--- src/rtl/acc_subword_unpacker_pkg.sv ---
// Shared types and helpers for the accumulator subword unpacker.
// Holds the precision-mode encoding, FSM states and default widths.
package acc_subword_unpacker_pkg;

    localparam int ACC_DATA_WIDTH = 32;
    localparam int ACT_DATA_WIDTH = 8;

    typedef enum logic [2:0] {
        MODE_FULL = 3'b100,
        MODE_4B   = 3'b010,
        MODE_2B   = 3'b001
    } mode_e;

    typedef enum logic {
        IDLE = 1'b0,
        EMIT = 1'b1
    } state_e;

    // Any encoding other than the two subword modes is handled as full precision.
    function automatic mode_e decode_mode(input logic [2:0] raw);
        case (raw)
            3'b010:  return MODE_4B;
            3'b001:  return MODE_2B;
            default: return MODE_FULL;
        endcase
    endfunction

    function automatic logic [1:0] last_lane(input mode_e mode);
        case (mode)
            MODE_4B: return 2'd1;
            MODE_2B: return 2'd3;
            default: return 2'd0;
        endcase
    endfunction

endpackage

--- src/rtl/subword_extract.sv ---
// Combinational lane selector: picks one 4-bit or 2-bit field of the packed
// word (or the whole word in full mode) and sign- or zero-extends it.
module subword_extract
    import acc_subword_unpacker_pkg::*;
#(
    parameter int ACC_DATA_WIDTH = acc_subword_unpacker_pkg::ACC_DATA_WIDTH,
    parameter int ACT_DATA_WIDTH = acc_subword_unpacker_pkg::ACT_DATA_WIDTH
) (
    input  logic [ACC_DATA_WIDTH-1:0] word,
    input  mode_e                     mode,
    input  logic [1:0]                lane,
    input  logic                      is_signed,
    output logic [ACC_DATA_WIDTH-1:0] lane_data
);

    logic [ACT_DATA_WIDTH-1:0] act;
    logic [3:0]                nibble;
    logic [1:0]                crumb;

    assign act    = word[ACT_DATA_WIDTH-1:0];
    assign nibble = act[{lane[0], 2'b00} +: 4];
    assign crumb  = act[{lane, 1'b0} +: 2];

    // NOTE: every output of a combinational block gets a value on every path,
    // otherwise synthesis infers a latch to hold the old value.
    always_comb begin
        lane_data = word;
        case (mode)
            MODE_4B: lane_data = {{(ACC_DATA_WIDTH-4){is_signed & nibble[3]}}, nibble};
            MODE_2B: lane_data = {{(ACC_DATA_WIDTH-2){is_signed & crumb[1]}}, crumb};
            default: lane_data = word;
        endcase
    end

endmodule

--- src/rtl/acc_subword_unpacker.sv ---
// Unpacks one accumulator word per input handshake into 1, 2 or 4 extended
// lanes, one per output handshake, with fully registered outputs.
module acc_subword_unpacker
    import acc_subword_unpacker_pkg::*;
#(
    parameter int ACC_DATA_WIDTH = acc_subword_unpacker_pkg::ACC_DATA_WIDTH,
    parameter int ACT_DATA_WIDTH = acc_subword_unpacker_pkg::ACT_DATA_WIDTH
) (
    input  logic                      clk,
    input  logic                      reset_n,
    input  logic                      in_valid,
    output logic                      in_ready,
    input  logic [ACC_DATA_WIDTH-1:0] in_data,
    input  logic [2:0]                in_mode,
    input  logic                      in_signed,
    output logic                      out_valid,
    input  logic                      out_ready,
    output logic [ACC_DATA_WIDTH-1:0] out_data,
    output logic [1:0]                out_lane,
    output logic                      out_last
);

    state_e                    state;
    logic [ACC_DATA_WIDTH-1:0] held_data;
    mode_e                     held_mode;
    logic                      held_signed;
    logic [1:0]                lane_cnt;

    logic                      take;
    logic                      out_fire;
    logic [1:0]                next_lane;
    mode_e                     in_mode_dec;

    logic [ACC_DATA_WIDTH-1:0] ext_word;
    mode_e                     ext_mode;
    logic [1:0]                ext_lane;
    logic                      ext_signed;
    logic [ACC_DATA_WIDTH-1:0] ext_data;

    // The last lane being accepted frees the slot, so a full-mode stream runs at one word per cycle.
    assign in_ready    = reset_n && ((state == IDLE) || (out_valid && out_ready && out_last));
    assign take        = in_valid && in_ready;
    assign out_fire    = out_valid && out_ready;
    assign next_lane   = lane_cnt + 2'd1;
    assign in_mode_dec = decode_mode(in_mode);
    assign out_lane    = lane_cnt;

    // One extractor serves both the incoming word's lane 0 and the held word's next lane.
    always_comb begin
        ext_word   = held_data;
        ext_mode   = held_mode;
        ext_lane   = next_lane;
        ext_signed = held_signed;
        if (take) begin
            ext_word   = in_data;
            ext_mode   = in_mode_dec;
            ext_lane   = 2'd0;
            ext_signed = in_signed;
        end
    end

    subword_extract #(
        .ACC_DATA_WIDTH (ACC_DATA_WIDTH),
        .ACT_DATA_WIDTH (ACT_DATA_WIDTH)
    ) u_extract (
        .word      (ext_word),
        .mode      (ext_mode),
        .lane      (ext_lane),
        .is_signed (ext_signed),
        .lane_data (ext_data)
    );

    // NOTE: state is updated only with non-blocking assignments so every
    // register samples the pre-edge values regardless of statement order.
    always_ff @(posedge clk) begin
        if (!reset_n) begin
            // NOTE: the held word is a plain register, not a memory, so it is
            // cleared on reset along with the control state.
            state       <= IDLE;
            held_data   <= '0;
            held_mode   <= MODE_FULL;
            held_signed <= 1'b0;
            lane_cnt    <= 2'd0;
            out_valid   <= 1'b0;
            out_data    <= '0;
            out_last    <= 1'b0;
        end else if (take) begin
            state       <= EMIT;
            held_data   <= in_data;
            held_mode   <= in_mode_dec;
            held_signed <= in_signed;
            lane_cnt    <= 2'd0;
            out_valid   <= 1'b1;
            out_data    <= ext_data;
            out_last    <= (last_lane(in_mode_dec) == 2'd0);
        end else if (out_fire) begin
            if (out_last) begin
                state     <= IDLE;
                out_valid <= 1'b0;
            end else begin
                lane_cnt <= next_lane;
                out_data <= ext_data;
                out_last <= (next_lane == last_lane(held_mode));
            end
        end
    end

endmodule
--- config.mk ---
export PLATFORM = sky130hd
export DESIGN_NAME = acc_subword_unpacker
export DESIGN_NICKNAME = d
export VERILOG_FILES = /design/src/rtl/acc_subword_unpacker_pkg.sv /design/src/rtl/subword_extract.sv /design/src/rtl/acc_subword_unpacker.sv
export SDC_FILE = /design/constraint.sdc
export NUM_CORES = 1
export LEC_CHECK = 0
export BUFFER_PORTS_ARGS = -buffer_cell sky130_fd_sc_hd__buf_2
export CORE_MARGIN = 4
export CORE_UTILIZATION = 52
export CTS_BUF_LIST = sky130_fd_sc_hd__clkbuf_16
export DETAILED_ROUTE_END_ITERATION = 16
export PLACE_DENSITY = 0.79
export SYNTH_ARGS = -nofsm -noshare
export SYNTH_HDL_FRONTEND = slang
export SYNTH_SLANG_ARGS = --single-unit
--- constraint.sdc ---
create_clock -name clk -period 4.8 [get_ports clk]
set_clock_uncertainty 0.1 [all_clocks]
set_input_delay 0.72 -clock clk [delete_from_list [all_inputs] [get_ports clk]]
set_output_delay 0.72 -clock clk [all_outputs]
set_load 0.1 [all_outputs]
==> impl_metrics.env, run 1 <==
export IMPL_switching_share_pct=35.58
export IMPL_slew_headroom_pct=28.87
export IMPL_critPathCaptureType="register"
export IMPL_grt_ovfl_total=0
export IMPL_synth_area_um2=3282
export IMPL_grt_pass1_wl_um=12380
export IMPL_clk_latency_ns=0.32
export IMPL_cts_buffers=9
export IMPL_postRouteAntennaNets=0
export IMPL_fin_hold_ws_ns=0.3733
export IMPL_status="finished, final reports clean"
export IMPL_peakVddDrop_mv=0.2746
export IMPL_pwr_share_comb_pct=25.2
export IMPL_antenna_found_initial=0
export IMPL_final_area_um2=3928
export IMPL_grt_setup_unrepaired="no"
export IMPL_cts_num_sinks=72
export IMPL_post_route_min_period_ns=2.855
export IMPL_initial_core_util_pct=54.46
export IMPL_dp_hpwl_um=4965
export IMPL_power_frac_clock_pct=35.0
export IMPL_synth_nets=391
export IMPL_rows=28
export IMPL_placed_cell_area_um2=3664
export IMPL_syn_inst=350
export IMPL_clk_pin_slew_ns=0.06
export IMPL_timing_rr_end="out_data[28]$_SDFFE_PN0P_"
export IMPL_pwr_density_cell_nw_per_um2=426.9
export IMPL_worstReg2RegStart="out_lane[0]$_SDFFE_PP0P_"
export IMPL_setup_viol=0
export IMPL_fin_util_pct=65.18
export IMPL_dieArea_um2=7647
export IMPL_rrSetupSlack_ns=1.94
export IMPL_tns_ns=0
export IMPL_drive_above_1_share_pct=36.97
export IMPL_place_congestion=0.8893
export IMPL_dpl_worst_slack_ns=1.682
export IMPL_critPathMaxFanout=28
export IMPL_p_sw_mw=0.5966
export IMPL_fin_cells=497
export IMPL_setup_ws_ns=1.945
export IMPL_cts_buffer_depth=2
export IMPL_cts_root_buf="clkbuf_16"
export IMPL_startpoint="out_lane[0]$_SDFFE_PP0P_"
export IMPL_via_per_inst=5.533
export IMPL_hold_class="register to register"
export IMPL_drt_wl_total_um=7465
export IMPL_synth_async_sr_flop_share_pct=0
export IMPL_p_total_mw=1.677
export IMPL_final_period_utilization_pct=59.48
export IMPL_route_detailed_drc=0
export IMPL_grt_pass1_vias=2642
export IMPL_arrival_ns=2.92
export IMPL_cts_htree_levels=3
export IMPL_fmax_ghz=0.3503
export IMPL_syn_avg_cell_area_um2=9.377
export IMPL_ys_types=47
export IMPL_tightest_slew_ns=1.064
export IMPL_tritoncts="done"
export IMPL_ys_seq_area_share_pct=43.92
export IMPL_num_vias=2750
export IMPL_diodes=0
export IMPL_start_kind="register"
export IMPL_worstHoldEndpoint="held_data[9]$_SDFF_PN0_"
export IMPL_firstDrtPassIters=4
export IMPL_hold_depth=2
export IMPL_wl_per_cell_um=15.02
export IMPL_port_buffer_count=76
export IMPL_die_h_um=87.45
export IMPL_grt_usage_pct=20.53
export IMPL_die_x_um=87.45
export IMPL_hp_start="held_data[9]$_SDFF_PN0_"
export IMPL_ys_ff_latch=72
export IMPL_dp_cells=481
export IMPL_ys_flop_type="dfxtp_1"
export IMPL_drt_iter0_drc=87
export IMPL_io_pins=77
export IMPL_yosys_warnings=0
export IMPL_p_seq_share_pct=39.7
export IMPL_path_class="register to register"
export IMPL_coreArea_um2=6026
export IMPL_finalNetCount=458
export IMPL_final_hold_viol_count=0
export IMPL_cts_setup_buffers=0
export IMPL_cts_resized=0
export IMPL_slew_viol_final=0
export IMPL_reg2reg_depth=5
export IMPL_crit_required_ns=4.86
export IMPL_power_internal_mw=1.080
export IMPL_max_cap_violations=0
export IMPL_syn_to_final_growth_pct=19.67
export IMPL_synth_edf_count=0
export IMPL_grt_max_degree=49
export IMPL_hold_buffers=0
export IMPL_p_leak_nw=1.633
how the worst max path moves through the flow:
stage,end,cells past startpoint
after floorplan,in_ready,2
after global placement,out_data[28]$_SDFFE_PN0P_,6
after detailed placement,out_data[3]$_SDFFE_PN0P_,10
after CTS,out_data[28]$_SDFFE_PN0P_,5
after global routing,out_data[6]$_SDFFE_PN0P_,5
final,out_data[28]$_SDFFE_PN0P_,5
per-layer routing:
layer,up-vias,track usage [%],part of all wire [%]
met5,-,0,0
met4,0,6.276,0.79
met3,5,4.730,4.8
met2,62,33.08,48
met1,1316,27.27,47
li1,1367,-,-
power by group through the flow:
stage | clock network [mW] | registers, mW | logic, mW
2_1_floorplan | 0 | 0.893 | 0.138
5_1_grt | 0.628 | 0.671 | 0.447
3_5_place_dp | 0 | 0.678 | 0.424
4_1_cts | 0.598 | 0.666 | 0.425
6_report | 0.587 | 0.666 | 0.423
3_3_place_gp | 0 | 0.677 | 0.420
flip-flops by register name (all words and copies together), names as in the netlist:
register,flops
held_data,32
held_mode,3
held_signed,1
out_data,32
out_lane,2
out_last,1
state,1
worst max-delay path: stages, from the launching register on:
cell and delay, ns:
dfxtp_1 0.72, mux4_2 0.59, nand2_2 0.11, o311ai_2 0.13
a21boi_4 0.85, a21oi_1 0.18
layout make-up:
cell class	count	area, um^2
fill	518	2098
multi-input combinational	252	1710
sequential	72	1441
timing repair buffer	80	410.4
clock buffer	9	225.2
tap	75	93.84
clock inverter	7	38.79
inverter	2	7.507
synth_stat cells (2+ instances only):
cell type,instances,share of area (%)
mux4_2,2,1.4
mux2i_1,3,0.92
a21boi_0,17,3.9
o21a_1,3,0.69
mux2_2,19,6.5
and2_1,19,3.6
clkbuf_1,13,1.5
a21oi_2,20,5.3
buf_2,5,0.76
dfxtp_1,72,44
buf_4,3,0.69
inv_1,2,0.23
a21oi_1,14,2.1
o221ai_1,2,0.53
o211ai_1,2,0.46
nand2b_1,6,1.1
nand2_1,56,6.4
buf_8,2,0.92
and3_1,2,0.38
nand3_1,4,0.61
xor2_1,2,0.53
nor2b_1,5,0.95
nor3_1,2,0.31
o21ai_0,35,5.3
nor2_1,6,0.69
a21bo_2,12,3.7
a221oi_1,2,0.53
cell families (layout without fill, tap and decap cells):
logic type,after synthesis,in the layout,synth area share [%]
compound gates,120,120,27.03
simple gates,105,105,15.10
flops,72,72,43.92
buf+inv,26,98,4.232
mux,24,24,8.807
xor+xnor,2,2,0.5338
fa+ha+maj,1,1,0.3812
cells in the final DEF (no fill, tap or decap), types with 9 or more instances in the layout:
cell / n
a21oi_2: 20
nand2_1: 56
and2_1: 19
a21bo_2: 12
a21oi_1: 14
clkbuf_16: 9
dfxtp_1: 72
a21boi_0: 17
buf_2: 76
mux2_2: 19
o21ai_0: 35
Note: power is estimated with default switching activity, not from simulation.
==> run 2: changes to the inputs <==
--- a/config.mk
+++ b/config.mk
@@ -5,12 +5,13 @@
 export SDC_FILE = /design/constraint.sdc
 export NUM_CORES = 1
 export LEC_CHECK = 0
+export ABC_AREA = 1
 export BUFFER_PORTS_ARGS = -buffer_cell sky130_fd_sc_hd__buf_2
 export CORE_MARGIN = 4
 export CORE_UTILIZATION = 52
 export CTS_BUF_LIST = sky130_fd_sc_hd__clkbuf_16
 export DETAILED_ROUTE_END_ITERATION = 16
-export PLACE_DENSITY = 0.79
+export PLACE_DENSITY = 0.78
 export SYNTH_ARGS = -nofsm -noshare
 export SYNTH_HDL_FRONTEND = slang
 export SYNTH_SLANG_ARGS = --single-unit
==> constraint.sdc (replaced) <==
create_clock -name clk -period 2.9 [get_ports clk]
set_clock_uncertainty 0.1 [all_clocks]
set_input_delay 0.435 -clock clk [delete_from_list [all_inputs] [get_ports clk]]
set_output_delay 0.435 -clock clk [all_outputs]
set_load 0.1 [all_outputs]
==> run 2 against run 1 <==
Compared with the run above: die area increased by 3.3%; fmax grew 19%; critical path depth rose by 7; utilization fell by 0.45 points; critical endpoint is now out_data[13]$_SDFFE_PN0P_; largest cell class unchanged; design area up 4.7%; area after synthesis rose by 3.7%; power rose by 78%; worst setup slack worse by 1.5 ns; combinational power grew 74%.
==> impl_metrics.env, run 2 <==
export IMPL_status="finished, final reports clean"
export IMPL_critPathCaptureType="register"
export IMPL_grt_setup_unrepaired="no"
export IMPL_critPathMaxFanout=28
export IMPL_worstReg2RegStart="out_last$_SDFFE_PN0P_"
export IMPL_dpl_worst_slack_ns=0.2486
export IMPL_grt_pass1_wl_um=13740
export IMPL_syn_avg_cell_area_um2=7.000
export IMPL_hold_class="primary input to register"
export IMPL_final_cell_mix="nor2_1 (103), buf_2 (75), dfxtp_1 (72)"
export IMPL_start_kind="register"
export IMPL_crit_required_ns=3.06
export IMPL_setup_viol=0
export IMPL_power_internal_mw=1.985
export IMPL_p_leak_nw=2.095
export IMPL_synth_area_um2=3402
export IMPL_slew_headroom_pct=68.37
export IMPL_tritoncts="done"
export IMPL_synth_area_leaders="dfxtp_1 (42%), nor2_1 (11%), o21ai_0 (8.7%)"
export IMPL_hp_start="in_data[29]"
export IMPL_yosysMostFrequentCell="nor2_1"
export IMPL_dp_hpwl_um=5482
export IMPL_tightest_slew_ns=0.4694
export IMPL_fin_cells=635
export IMPL_final_period_utilization_pct=83.04
export IMPL_slew_viol_final=0
export IMPL_synth_top_cell_area_share_pct=42.37
export IMPL_drt_iter0_drc=173
export IMPL_antenna_found_initial=0
export IMPL_die_x_um=88.89
export IMPL_setup_ws_ns=0.4918
export IMPL_place_congestion=0.9217
export IMPL_yosysTopAreaCell="dfxtp_1"
export IMPL_final_hold_viol_count=0
export IMPL_synth_nets=527
export IMPL_grt_pass1_vias=3086
export IMPL_startpoint="out_last$_SDFFE_PN0P_"
export IMPL_cts_root_buf="clkbuf_16"
export IMPL_cts_htree_levels=3
export IMPL_port_buffer_count=76
export IMPL_power_frac_clock_pct=38.7
export IMPL_max_cap_violations=0
export IMPL_hold_buffers=0
export IMPL_grt_max_degree=41
export IMPL_path_class="register to register"
export IMPL_final_fill_count=562
export IMPL_coreArea_um2=6350
export IMPL_ys_ff_latch=72
export IMPL_dp_cells=619
export IMPL_tns_ns=0
export IMPL_dieArea_um2=7901
export IMPL_initial_core_util_pct=53.58
export IMPL_drt_wl_total_um=8247
export IMPL_p_total_mw=2.992
export IMPL_cts_buffers=9
export IMPL_clk_latency_ns=0.33
export IMPL_ys_flop_type="dfxtp_1"
export IMPL_synth_async_sr_flop_share_pct=0
export IMPL_placed_cell_area_um2=3799
export IMPL_finalNetCount=594
export IMPL_die_h_um=88.89
export IMPL_rows=29
export IMPL_syn_inst=486
export IMPL_switching_share_pct=33.66
export IMPL_ys_top_cells_by_count="nor2_1 (103), dfxtp_1 (72), nand2_1 (64), inv_1 (62), o21ai_0 (59)"
export IMPL_wl_per_cell_um=12.99
export IMPL_synth_edf_count=0
export IMPL_grt_ovfl_total=0
export IMPL_via_per_inst=5.117
export IMPL_cts_setup_buffers=0
export IMPL_diodes=0
export IMPL_post_route_min_period_ns=2.408
export IMPL_pwr_share_comb_pct=24.6
export IMPL_yosys_warnings=0
export IMPL_firstDrtPassIters=5
export IMPL_final_common_cell="nor2_1"
export IMPL_drive_above_1_share_pct=23.84
export IMPL_postRouteAntennaNets=0
export IMPL_syn_to_final_growth_pct=20.82
export IMPL_clk_pin_slew_ns=0.06
export IMPL_arrival_ns=2.57
export IMPL_io_pins=77
export IMPL_cts_buffer_depth=2
export IMPL_peakVddDrop_mv=0.4439
export IMPL_num_vias=3249
export IMPL_p_seq_share_pct=36.7
export IMPL_cts_resized=0
export IMPL_route_detailed_drc=0
export IMPL_cts_num_sinks=72
export IMPL_pwr_density_cell_nw_per_um2=727.8
export IMPL_ys_types=29
export IMPL_final_area_um2=4110
export IMPL_grt_usage_pct=22.32
export IMPL_ys_seq_area_share_pct=42.37
export IMPL_fmax_ghz=0.4153
export IMPL_largestRegisters="held_data (32), out_data (32), held_mode (3)"
export IMPL_p_sw_mw=1.007
==> run 2: cell types whose count changed after synthesis, sizes merged, moves of 11 or more <==
| cell | delta |
|---|---|
| o21ai | +34 |
| mux2 | -19 |
| inv | +62 |
| a21boi | -19 |
| o21a | +19 |
| nor2 | +96 |
| a21bo | -13 |
| a21oi | -27 |
| nand3 | +11 |
| or2 | +22 |
| nand2 | +13 |
| and2 | -19 |
==> run 2: path summary, 6_finish.rpt <==
path	endpoint	slack, ns	cells past startpoint
worst min register to register	held_data[1]$_SDFF_PN0_	0.41	2
worst min-delay path	held_data[29]$_SDFF_PN0_	0.33	5
worst max register to register	out_data[13]$_SDFFE_PN0P_	0.49	12
worst max-delay path	out_data[13]$_SDFFE_PN0P_	0.49	12
==> run 2: power by group through the flow <==
stage          clock (mW)  sequential (mW)  combinational [mW]
3_5_place_dp            0             1.12               0.731
5_1_grt              1.23             1.10               0.794
2_1_floorplan           0             1.44               0.278
3_3_place_gp            0             1.12               0.725
4_1_cts              1.17             1.10               0.737
6_report             1.16             1.10               0.736
==> run 2: per-stage QoR <==
stage | util, % | hold slack [ns]
2_1_floorplan | - | 0.3685
3_3_place_gp | 59.82 | 0.3808
3_5_place_dp | 59.82 | 0.4046
4_1_cts | 64.73 | 0.3195
5_1_grt | 64.73 | 0.3384
6_report | 64.73 | 0.3278
==> run 2: final cells by class <==
cell class,instances,area (um^2),area share (%)
inverter,65,244.0,5.936
multi-input combinational,323,1577,38.36
clock buffer,9,225.2,5.479
sequential,72,1441,35.07
timing repair buffer,82,440.4,10.72
tap,77,96.34,2.344
clock inverter,7,86.33,2.100
==> run 2: logic make-up (layout without fill, tap and decap cells) <==
| family | after synthesis | count (layout) | share of synthesized area (%) |
|---|---|---|---|
| AO/OA/AOI/OAI | 102 | 102 | 17.14 |
| AND/OR/NAND/NOR | 218 | 218 | 28.21 |
| buffers and inverters | 91 | 163 | 11.40 |
| XOR/XNOR | 2 | 2 | 0.5150 |
| adder cells (fa/ha/maj) | 1 | 1 | 0.3677 |
| flip-flops | 72 | 72 | 42.37 |
==> run 2: critical path, stage by stage (launching register included) <==
cell and delay (ns):
dfxtp_1 0.35, nand2_1 0.12, nand2_4 0.13, nand3_4 0.23, inv_2 0.41, nand2_1 0.16, nand3_1 0.10, nand2_1 0.08
nor2_1 0.09, nand2_1 0.09, nand2_4 0.27, nor2_1 0.09, nor2_1 0.11
==> run 2: layer usage <==
metal  share of wire, %  global-route usage [%]  up-vias  routed length [um]
met5                  0                       0        -                   0
met3                5.5                   4.469       20                 457
met4                2.4                   9.478        0                 195
met2                 47                   36.71      104                3894
li1                   -                       -     1653                   -
met1                 45                   28.38     1472                3700
